--- config.mk ---
export PLATFORM = sky130hd
export DESIGN_NAME = dmem_port_arbiter
export DESIGN_NICKNAME = d
export VERILOG_FILES = /design/src/rtl/dmem_arb_pkg.sv /design/src/rtl/dmem_port_arbiter_rr_arbiter.sv /design/src/rtl/dmem_port_arbiter.sv
export SDC_FILE = /design/constraint.sdc
export NUM_CORES = 1
export LEC_CHECK = 0
export ABC_CLOCK_PERIOD_IN_PS = 2050
export CAP_MARGIN = 20
export CORE_AREA = 2 2 81 83
export CTS_BUF_LIST = sky130_fd_sc_hd__clkbuf_16
export DETAILED_ROUTE_END_ITERATION = 10
export DIE_AREA = 0 0 83 85
export PLACE_DENSITY = 0.86
export SETUP_SLACK_MARGIN = 0.1
export SLEW_MARGIN = 15
export SYNTH_ARGS = -nofsm -noshare
export SYNTH_HDL_FRONTEND = slang
export SYNTH_SLANG_ARGS = --single-unit
--- constraint.sdc ---
create_clock -name clock -period 2.05 [get_ports clock]
set_clock_uncertainty 0.1 [all_clocks]
set_input_delay 0.5125 -clock clock [delete_from_list [all_inputs] [get_ports clock]]
set_output_delay 0.5125 -clock clock [all_outputs]
set_load 0.01 [all_outputs]
--- src/rtl/dmem_arb_pkg.sv ---
// Shared types and helpers for the dmem port arbiter: lock-state encoding,
// master-id width function and the read-return pipeline entry.
package dmem_arb_pkg;

  localparam int MAX_ID_W = 3;

  typedef enum logic [0:0] {
    UNLOCKED = 1'b0,
    LOCKED   = 1'b1
  } lock_state_e;

  typedef struct packed {
    logic                valid;
    logic [MAX_ID_W-1:0] id;
  } ret_entry_t;

  function automatic int id_w(input int n);
    return (n > 1) ? $clog2(n) : 1;
  endfunction

endpackage

--- src/rtl/dmem_port_arbiter_rr_arbiter.sv ---
// Round-robin arbiter: grants the first requester at or after ptr, wrapping
// modulo N. Holding ptr at 0 turns it into a lowest-index-wins priority encoder.
module rr_arbiter
  import dmem_arb_pkg::*;
#(
  parameter int N   = 2,
  parameter int IDW = id_w(N)
) (
  input  logic [N-1:0]   req,
  input  logic [IDW-1:0] ptr,
  output logic [N-1:0]   gnt,
  output logic [IDW-1:0] gnt_idx
);

  int   idx_s;
  logic found_s;

  // Scan downward so the last hit wins: that is the first requester at or after ptr.
  always_comb begin
    idx_s   = 0;
    found_s = 1'b0;
    gnt_idx = '0;
    for (int k = N - 1; k >= 0; k--) begin
      idx_s   = int'(ptr) + k;
      idx_s   = (idx_s >= N) ? idx_s - N : idx_s;
      gnt_idx = req[IDW'(idx_s)] ? IDW'(idx_s) : gnt_idx;
      found_s = found_s | req[IDW'(idx_s)];
    end
    gnt = found_s ? ({{(N-1){1'b0}}, 1'b1} << gnt_idx) : '0;
  end

endmodule

--- src/rtl/dmem_port_arbiter.sv ---
// N-master front end for one shared single-port dmem (read latency RD_LATENCY).
// Build option: define DMEM_ARB_FIXED_PRIO_EN for fixed priority (master 0 first).
module dmem_port_arbiter
  import dmem_arb_pkg::*;
#(
  parameter int DATA_W      = 32,
  parameter int ADDR_W      = 12,
  parameter int NUM_MASTERS = 2,
  parameter int RD_LATENCY  = 1
) (
  input  logic                          clock,
  input  logic                          reset,
  input  logic [NUM_MASTERS-1:0]        req,
  input  logic [NUM_MASTERS-1:0]        we,
  input  logic [NUM_MASTERS-1:0]        lock,
  input  logic [NUM_MASTERS*ADDR_W-1:0] addr,
  input  logic [NUM_MASTERS*DATA_W-1:0] wdata,
  output logic [NUM_MASTERS-1:0]        gnt,
  output logic [NUM_MASTERS-1:0]        rvalid,
  output logic [DATA_W-1:0]             rdata,
  output logic [ADDR_W-1:0]             mem_address,
  output logic [DATA_W-1:0]             mem_data,
  output logic                          mem_wren,
  input  logic [DATA_W-1:0]             mem_q
);

  localparam int ID_W = id_w(NUM_MASTERS);
  localparam logic [NUM_MASTERS-1:0] ONE_HOT0 = {{(NUM_MASTERS-1){1'b0}}, 1'b1};

  lock_state_e            lock_state_q, lock_state_d;
  logic [ID_W-1:0]        owner_q, owner_d;
  logic [ID_W-1:0]        ptr_q, ptr_d;
  ret_entry_t             ret_q [RD_LATENCY];
  ret_entry_t             ret_d [RD_LATENCY];

  logic [NUM_MASTERS-1:0] rr_gnt_s, gnt_s;
  logic [ID_W-1:0]        rr_idx_s, gidx_s;
  logic                   accept_s;
  logic [ADDR_W-1:0]      addr_a  [NUM_MASTERS];
  logic [DATA_W-1:0]      wdata_a [NUM_MASTERS];

  for (genvar i = 0; i < NUM_MASTERS; i++) begin : g_unpack
    assign addr_a[i]  = addr[i*ADDR_W +: ADDR_W];
    assign wdata_a[i] = wdata[i*DATA_W +: DATA_W];
  end

  rr_arbiter #(
    .N   (NUM_MASTERS),
    .IDW (ID_W)
  ) u_rr (
    .req     (req),
    .ptr     (ptr_q),
    .gnt     (rr_gnt_s),
    .gnt_idx (rr_idx_s)
  );

  // Grant selection: arbiter result when unlocked, owner only while locked.
  always_comb begin
    gnt_s  = '0;
    gidx_s = '0;
    case (lock_state_q)
      UNLOCKED: begin
        gnt_s  = rr_gnt_s;
        gidx_s = rr_idx_s;
      end
      LOCKED: begin
        gnt_s  = req[owner_q] ? (ONE_HOT0 << owner_q) : '0;
        gidx_s = owner_q;
      end
      default: begin
        gnt_s  = '0;
        gidx_s = '0;
      end
    endcase
    accept_s = |gnt_s;
  end

  // Output drive; reset forces an idle memory port, idle port shows master 0.
  always_comb begin
    gnt         = reset ? '0 : gnt_s;
    mem_address = reset ? '0 : (accept_s ? addr_a[gidx_s] : addr_a[0]);
    mem_data    = reset ? '0 : (accept_s ? wdata_a[gidx_s] : wdata_a[0]);
    mem_wren    = reset ? 1'b0 : (accept_s & we[gidx_s]);
    rvalid      = ret_q[RD_LATENCY-1].valid ? (ONE_HOT0 << ret_q[RD_LATENCY-1].id) : '0;
    rdata       = mem_q;
  end

  // Next state for pointer, lock FSM and read-return pipeline.
  always_comb begin
    lock_state_d = lock_state_q;
    owner_d      = owner_q;
`ifdef DMEM_ARB_FIXED_PRIO_EN
    ptr_d = '0;
`else
    ptr_d = accept_s ? ((gidx_s == ID_W'(NUM_MASTERS - 1)) ? '0 : gidx_s + 1'b1) : ptr_q;
`endif
    case (lock_state_q)
      UNLOCKED: begin
        if (accept_s && lock[gidx_s]) begin
          lock_state_d = LOCKED;
          owner_d      = gidx_s;
        end else begin
          lock_state_d = UNLOCKED;
        end
      end
      LOCKED: begin
        if (accept_s && !lock[gidx_s]) begin
          lock_state_d = UNLOCKED;
        end else begin
          lock_state_d = LOCKED;
        end
      end
      default: lock_state_d = UNLOCKED;
    endcase
    for (int i = 0; i < RD_LATENCY; i++) begin
      ret_d[i] = '0;
    end
    ret_d[0].valid = accept_s & ~we[gidx_s];
    ret_d[0].id    = MAX_ID_W'(gidx_s);
    for (int i = 1; i < RD_LATENCY; i++) begin
      ret_d[i] = ret_q[i-1];
    end
  end

  // State registers; reset drops outstanding reads and releases any lock.
  always_ff @(posedge clock or posedge reset) begin
    if (reset) begin
      lock_state_q <= UNLOCKED;
      owner_q      <= '0;
      ptr_q        <= '0;
      for (int i = 0; i < RD_LATENCY; i++) begin
        ret_q[i] <= '0;
      end
    end else begin
      lock_state_q <= lock_state_d;
      owner_q      <= owner_d;
      ptr_q        <= ptr_d;
      for (int i = 0; i < RD_LATENCY; i++) begin
        ret_q[i] <= ret_d[i];
      end
    end
  end

endmodule

==> results of run 1 <==
## per-layer routing
| metal | track usage (%) | part of all wire [%] | vias up | wire length (um) |
|---|---|---|---|---|
| met4 | 3.577 | 0.95 | 0 | 69 |
| met2 | 38.64 | 57 | 98 | 4130 |
| li1 | - | - | 1039 | - |
| met5 | 0 | 0 | - | 0 |
| met3 | 3.210 | 6.2 | 10 | 453 |
| met1 | 20.92 | 36 | 1011 | 2633 |
## critical path, cell delays in order, from the launching register on
cell and delay, ps:
dfrtp_1 400, and3b_2 270, buf_12 140, nor2_4 130, buf_6 130, buf_4 100, mux2i_1 150, buf_2 140
## final timing paths
kind | start | endpoint | slack (ps) | cells after the start
worst max register to register | register | ptr_q | 370 | 8
max in group asynchronous | reset | ret_q[0] | 1320 | 3
min in group clock | req[1] | register | 540 | 4
worst max-delay path | ptr_q | mem_data[31] | -260 | 7
worst min register to register | ptr_q | owner_q | 590 | 2
worst min-delay path | reset | owner_q | 430 | 3
## area by class of cell
type	count	area [um^2]	area share [%]
tap	77	96.34	3.058
clock buffer	3	75.07	2.383
sequential	5	125.1	3.971
multi-input combinational	158	1030	32.68
timing repair buffer	190	1808	57.39
inverter	2	12.51	0.3971
clock inverter	1	3.754	0.1191
## cells in the final DEF (no fill, tap or decap), drive strengths merged
cell | netlist | final
clkdlybuf4s50 | 0 | 94
buf | 47 | 93
nand3b | 41 | 41
a21oi | 40 | 40
o21ai | 40 | 40
nand2 | 13 | 13
dfrtp | 5 | 5
clkbuf | 8 | 5
mux2i | 4 | 4
nor2 | 3 | 3
and3 | 2 | 2
nor2b | 2 | 2
inv | 1 | 2
a21boi | 1 | 1
and3b | 1 | 1
o21a | 1 | 1
clkinv | 1 | 1
nand2b | 1 | 1
nand3 | 1 | 1
a21bo | 1 | 1
o211a | 1 | 1
a211oi | 1 | 1
and2 | 1 | 1
o221ai | 1 | 1
a32oi | 1 | 1
a21o | 1 | 1
a22o | 1 | 1
dlygate4sd2 | 0 | 1
## cell families after synthesis
| group | after synthesis | share of synthesized area (%) |
|---|---|---|
| simple gates | 65 | 29.22 |
| mux | 4 | 2.742 |
| buf+inv | 57 | 26.48 |
| flops | 5 | 8.569 |
| compound gates | 89 | 32.99 |
## power by group through the flow
stage | Combinational (mW) | Clock, mW | Sequential (mW)
floorplan | 1.06 | 0 | 0.186
global placement | 1.91 | 0 | 0.176
detailed placement | 1.95 | 0 | 0.177
CTS | 2.34 | 0.316 | 0.178
global route | 2.67 | 0.332 | 0.187
finish | 2.49 | 0.318 | 0.182
## timing repair
item                       4_1_cts  5_1_grt
pin swaps                       12       11
resized for setup              236       26
setup endpoints to repair       47       47
hold endpoints to repair         0        0
cloned                           5        2
setup buffers                   18        2
==> flow_summary.ini, run 1 <==
[outcome]
status = finished with violations
failed_checks = negative setup slack

[finish]
drive_above_1_share_pct = 33.15
final_cell_area_um2 = 3151
diodes = 0
fin_cells = 436
fin_nets = 488
fin_util_pct = 50.78
fillers = 597
area_growth_pct = 115.8

[pwr]
power_density_nw_per_um2 = 949.2
peakVddDrop_v = 0.0007584
switching_share_pct = 40.16
seq_power_share_pct = 6.1
power.total_mw = 2.991
power_frac_comb_pct = 83.3
p_leak_nw = 1.373
clockPowerShare_pct = 10.6
internal-power_mw = 1.789
p_sw_mw = 1.201

[route]
drt_iter0_markers = 59
drc_errors = 0
ant_nets = 0
num_vias = 2158
drt_first_pass_iters = 4
wl_per_cell_um = 16.71
wirelength_um = 7286
viasPerCell = 4.950

[logic_synthesis]
yosysWarnings = 0
netlist_instances = 220
post-synth-top-area-cell = nand3b_1
yosysUniqueCellTypes = 31
synth_top_area_share_pct = 21.08
synth.area.top_cells = nand3b_1 21%, buf_4 16%, a21oi_1 14%, o21ai_0 11%, dfrtp_1 8.6%
synthArstFlopShare_pct = 100.0
ys.flop_type = dfrtp_1
yosysMostFrequentCell = nand3b_1
synth_nets = 348
avgSynthCellArea_um2 = 6.637
synth-edff-count = 0
syn_area_um2 = 1460
synth-seq-cells = 5
ys_seq_area_share_pct = 8.569
synth_common_cells = 41 x nand3b_1, 40 x a21oi_1, 32 x buf_4, 32 x o21ai_0, 13 x nand2_1

[grt]
antenna_found_initial = 0
grt_pass1_wl_um = 11050
grt_use_total_pct = 19.15
grt_max_degree = 30
overflow = 0
grt_pass1_vias = 2184

[placed_design]
portBuffers = 144
dp_slack_ps = -938.1
dpl-instance-area_um2 = 2823
placedCellCount = 408
gp_congestion = 0.9382
dp.final_hpwl_um = 4608

[timing]
setup_viol = 46
period_minus_slack_ps = 2313
post-route-period-util_pct = 112.8
rsz0062_at_grt = true
setup_slack_ps = -262.9
whs_ps = 428.9
relSlewSlack_pct = 81.92
clock.fmax_mhz = 432.4
worst_pin_slew_ps = 271.1
final-hold-violation-count = 0
maxSlewViolCount = 0
fin_tns_setup_ps = -7622

[floorplanning]
coreArea_um2 = 6205
die-area_um2 = 7055
initial_utilization_pct = 23.53
rows = 29
die_h_um = 85
num_io_pins = 209
die_w_um = 83

[worst_setup_path]
worst_setup_path_start_kind = register
cp_max_fo = 3
cp_data_required_time_ps = 1440
arrival_ps = 1700
crit_type = register to primary output
cp-end-kind = primary output

[clock_network]
clockRootBuffer = clkbuf_16
htreeDepth = 1
ctsHoldBuffers = 0
clk_path_buf_depth = 2
cts_tree = done
cts_buffers = 3
insertion_delay_ps = 230
clock_sinks = 5
clkSlewWorstSetupHoldPaths_ps = 30

[hold_path]
hold_class = primary input to async pin

[run]
max_cap_violations = 0
No activity file was read; power rests on OpenSTA's default activity.
==> run 2, diff against run 1 <==
--- a/config.mk
+++ b/config.mk
@@ -11,7 +11,9 @@
 export CTS_BUF_LIST = sky130_fd_sc_hd__clkbuf_16
 export DETAILED_ROUTE_END_ITERATION = 10
 export DIE_AREA = 0 0 83 85
-export PLACE_DENSITY = 0.86
+export DONT_BUFFER_PORTS = 1
+export PLACE_DENSITY = 0.43
+export RECOVER_POWER = 100
 export SETUP_SLACK_MARGIN = 0.1
 export SLEW_MARGIN = 15
 export SYNTH_ARGS = -nofsm -noshare
==> flow_summary.ini, run 2 (synthesized netlist as in run 1, its figures left out) <==
[placed_design]
portBuffers = 0
gp_congestion = 0.6664
dp.final_hpwl_um = 2978
dp_slack_ps = 59.95

[grt]
grt_pass1_vias = 1540
grt_pass1_wl_um = 8107
overflow = 0
antenna_found_initial = 0
grt_max_degree = 44
grt_use_total_pct = 14.05

[worst_setup_path]
rr_startpoint = ptr_q
cp_max_fo = 21
cp-end-kind = primary output
cp_data_required_time_ps = 1440
arrival_ps = 1580
crit_type = register to primary output
slowest_delay_ps = 390
crit_path_top_delay_cell = dfrtp_1
worst_setup_path_start_kind = register
worstPathCellList = and3_4 > buf_6 > buf_12 > nand3b_1 > a21oi_2 > buf_4

[hold_path]
hold_class = primary input to async pin

[clock_network]
ctsHoldBuffers = 0
cts_tree = done
clkSlewWorstSetupHoldPaths_ps = 30
htreeDepth = 1
clk_path_buf_depth = 2
cts_buffers = 3
clockRootBuffer = clkbuf_16
insertion_delay_ps = 230
clock_sinks = 5

[route]
drc_errors = 0
num_vias = 1654
drt_first_pass_iters = 4
ant_nets = 0
drt_iter0_markers = 65
wl_per_cell_um = 21.22
wirelength_um = 6070
viasPerCell = 5.783

[timing]
maxSlewViolCount = 0
rsz0062_at_grt = true
post-route-period-util_pct = 107.0
fin_tns_setup_ps = -4719
final-hold-violation-count = 0
whs_ps = 10.06
setup_viol = 45
relSlewSlack_pct = 74.84
setup_slack_ps = -144.5
period_minus_slack_ps = 2194
clock.fmax_mhz = 455.7
worst_pin_slew_ps = 375.1

[finish]
fillers = 626
diodes = 0
fin_util_pct = 37.85
layout_commonest_cell = nand3b_1
area_growth_pct = 60.84
fin_nets = 338
most-common-layout-cells = 41 x nand3b_1, 39 x a21oi_2, 12 x nand2_1
drive_above_1_share_pct = 56.46

[floorplanning]
die_w_um = 83
initial_utilization_pct = 23.53
die_h_um = 85
num_io_pins = 209
rows = 29
die-area_um2 = 7055
coreArea_um2 = 6205

[run]
max_cap_violations = 0

[outcome]
status = finished with violations
failed_checks = negative setup slack

[pwr]
p_leak_nw = 0.7950
power.total_mw = 3.015
power_density_nw_per_um2 = 1284
peakVddDrop_v = 0.0008338
-- run 2: cell count changes in the layout (fill, tap and decap cells not counted), sizes merged --
cell,delta
clkdlybuf4s50,-94
buf,-60
dlygate4sd2,-1
bufbuf,+2
clkbuf,+3
-- run 2: cell type report --
| class | instances | area [um^2] | share of cell area, % |
|---|---|---|---|
| clock inverters | 1 | 3.754 | 0.1598 |
| repair buffers | 40 | 655.6 | 27.92 |
| multi-input cells | 158 | 1385 | 58.98 |
| clock buffers | 3 | 75.07 | 3.197 |
| flip-flops and latches | 5 | 125.1 | 5.328 |
| inverters | 2 | 7.507 | 0.3197 |
| well taps | 77 | 96.34 | 4.102 |
-- run 2: path summary, 6_finish.rpt --
path                       cells past startpoint            to  slack (ps)
setup / recovery                               6  mem_data[11]        -140
min in group clock                             2      register         320
hold / removal                                 1      ret_q[3]          10
setup reg to reg                               7      register         390
max in group asynchronous                      1       owner_q        1620
hold reg to reg                                2         ptr_q         540
-- run 2: routing by layer --
layer / track usage [%] / wire, um / up-vias
li1: - / - / 733
met1: 17.78 / 2432 / 794
met2: 23.09 / 3049 / 108
met3: 3.113 / 437 / 19
met4: 5.961 / 150 / 0
met5: 0 / 0 / -
-- run 2: repair_timing --
action	CTS	global route
pin swaps	38	24
endpoints found under the setup margin	47	47
buffers inserted	10	8
gates resized for setup	85	55
cloned	8	7
-- run 2: worst max-delay path, delay by kind of cell (launching register included) --
family / cells / cell delay, ps
and+or+nand+nor: 2 / 420
buffers and inverters: 3 / 410
DFF: 1 / 390
AOI/OAI and AO/OA: 1 / 130
-- run 2: per-stage QoR --
| step | instances | instance area (um^2) |
|---|---|---|
| global route | 286 | 2349 |
| CTS | 275 | 1927 |
| global placement | 253 | 1299 |
| floorplan | 220 | 1460 |
| finish | 286 | 2349 |
| detailed placement | 253 | 1299 |
-- run 2: power by group --
group	internal, mW	switching, mW	total, mW
logic	1.31	1.21	2.52
registers	0.148	0.0284	0.176
clock network	0.253	0.0652	0.318
total	1.71	1.30	3.01
==> run 3, diff against run 2 <==
--- a/config.mk
+++ b/config.mk
@@ -7,12 +7,12 @@
 export LEC_CHECK = 0
 export ABC_CLOCK_PERIOD_IN_PS = 2050
 export CAP_MARGIN = 20
-export CORE_AREA = 2 2 81 83
+export CORE_AREA = 2 2 82 84
 export CTS_BUF_LIST = sky130_fd_sc_hd__clkbuf_16
 export DETAILED_ROUTE_END_ITERATION = 10
-export DIE_AREA = 0 0 83 85
+export DIE_AREA = 0 0 84 86
 export DONT_BUFFER_PORTS = 1
-export PLACE_DENSITY = 0.43
+export PLACE_DENSITY = 0.42
 export RECOVER_POWER = 100
 export SETUP_SLACK_MARGIN = 0.1
 export SLEW_MARGIN = 15
==> flow_summary.ini, run 3 (synthesized netlist as in run 1, its figures left out) <==
[worst_setup_path]
slowest_delay_ps = 390
arrival_ps = 1570
crit_type = register to primary output
worst_setup_path_start_kind = register
crit_path_top_delay_cell = dfrtp_1
cp_common_cell = buf_12
cp-end-kind = primary output
cp_max_fo = 6
worstPathCellList = and3b_2 > buf_12 > nor2_4 > buf_12 > mux2i_2
reg2reg_slack_ps = 600
cp_data_required_time_ps = 1440

[clock_network]
clockRootBuffer = clkbuf_16
insertion_delay_ps = 230
clock_sinks = 5
cts_tree = done
ctsHoldBuffers = 0
clk_path_buf_depth = 2
cts_buffers = 3
htreeDepth = 1
clkSlewWorstSetupHoldPaths_ps = 30

[route]
drt_first_pass_iters = 4
ant_nets = 0
drc_errors = 0
wirelength_um = 5464
drt_iter0_markers = 38
num_vias = 1530
wl_per_cell_um = 19.73
viasPerCell = 5.523

[pwr]
peakVddDrop_v = 0.0007226
power_density_nw_per_um2 = 1286
power.total_mw = 2.429
p_leak_nw = 0.6375

[finish]
most-common-layout-cells = 41 x nand3b_1, 40 x a21oi_2, 29 x o21ai_1
fillers = 683
area_growth_pct = 29.31
diodes = 0
layout_commonest_cell = nand3b_1
fin_cells = 277
drive_above_1_share_pct = 45.00
fin_nets = 329
final_cell_area_um2 = 1888

[placed_design]
dp.final_hpwl_um = 3333
placedCellCount = 256
gp_congestion = 0.7447
portBuffers = 0
dpl-instance-area_um2 = 1334

[timing]
relSlewSlack_pct = 80.74
rsz0062_at_grt = true
maxSlewViolCount = 0
fin_tns_setup_ps = -2936
setup_viol = 45
post-route-period-util_pct = 106.4
final-hold-violation-count = 0
worst_pin_slew_ps = 288.9
whs_ps = 219.7
setup_slack_ps = -130.6
clock.fmax_mhz = 458.6
period_minus_slack_ps = 2181

[floorplanning]
coreArea_um2 = 6277
die-area_um2 = 7224
rows = 29
die_h_um = 86
die_w_um = 84
num_io_pins = 209
initial_utilization_pct = 23.26

[grt]
grt_max_degree = 44
grt_pass1_wl_um = 7493
grt_use_met1_pct = 14.60
grt_pass1_vias = 1459
met3_usage_pct = 3.272
grt_use_total_pct = 12.77
busiest_layer = met2
overflow = 0
groute.layer.met2.usage_pct = 23.78
antenna_found_initial = 0

[hold_path]
hold_class = primary input to async pin

[run]
max_cap_violations = 0

[outcome]
failed_checks = negative setup slack
status = finished with violations
run 3: cell types whose count changed in the layout (fill, tap and decap cells not counted), sizes merged:
cell,previous run,this run
buf,33,26
bufbuf,2,0
run 3: power breakdown:
part / internal (mW) / switching (mW) / leakage (nW)
Sequential: 0.148 / 0.0366 / 0.0586
Combinational: 0.938 / 0.986 / 0.537
Clock: 0.253 / 0.0673 / 0.0423
Total: 1.34 / 1.09 / 0.637
run 3: worst paths after layout:
path,startpoint,endpoint,depth (start not counted)
hold reg to reg,ptr_q,ptr_q,2
max in group asynchronous,reset,async pin,2
setup / recovery,ptr_q,mem_data[29],5
hold / removal,reset,ret_q[3],2
setup reg to reg,register,ptr_q,6
min in group clock,lock[1],register,2
run 3: critical path: cells and delay by family, from the launching register on:
family / cells / cell delay, ps
simple gates: 2 / 380
buf+inv: 2 / 280
mux: 1 / 280
flops: 1 / 390
run 3: cell type report:
class	count	area (um^2)	area share, %
repair buffers	31	400.4	21.21
well taps	77	96.34	5.103
multi-input cells	158	1180	62.49
inverters	2	7.507	0.3976
flip-flops and latches	5	125.1	6.627
clock inverters	1	3.754	0.1988
clock buffers	3	75.07	3.976
run 3: what timing repair did:
| action | CTS | global route |
|---|---|---|
| setup endpoints to repair | 47 | 47 |
| cloned | 3 | 3 |
| buffers inserted | 6 | 8 |
| endpoints found under the hold margin | 0 | 0 |
| gates resized for setup | 66 | 25 |
| pin swaps | 27 | 24 |
run 3: through the flow:
step | utilization, % | setup WS, ps
after floorplan | - | 125.0
after global placement | 21.25 | 37.59
after detailed placement | 21.25 | 35.51
after CTS | 27.59 | -118.4
after global routing | 30.08 | -196.6
final | 30.08 | -130.6
run 3: metal layers:
layer	vias to the layer above	routed length, um
met5	-	0
met4	0	46
met3	8	420
met2	84	2884
met1	723	2114
li1	715	-
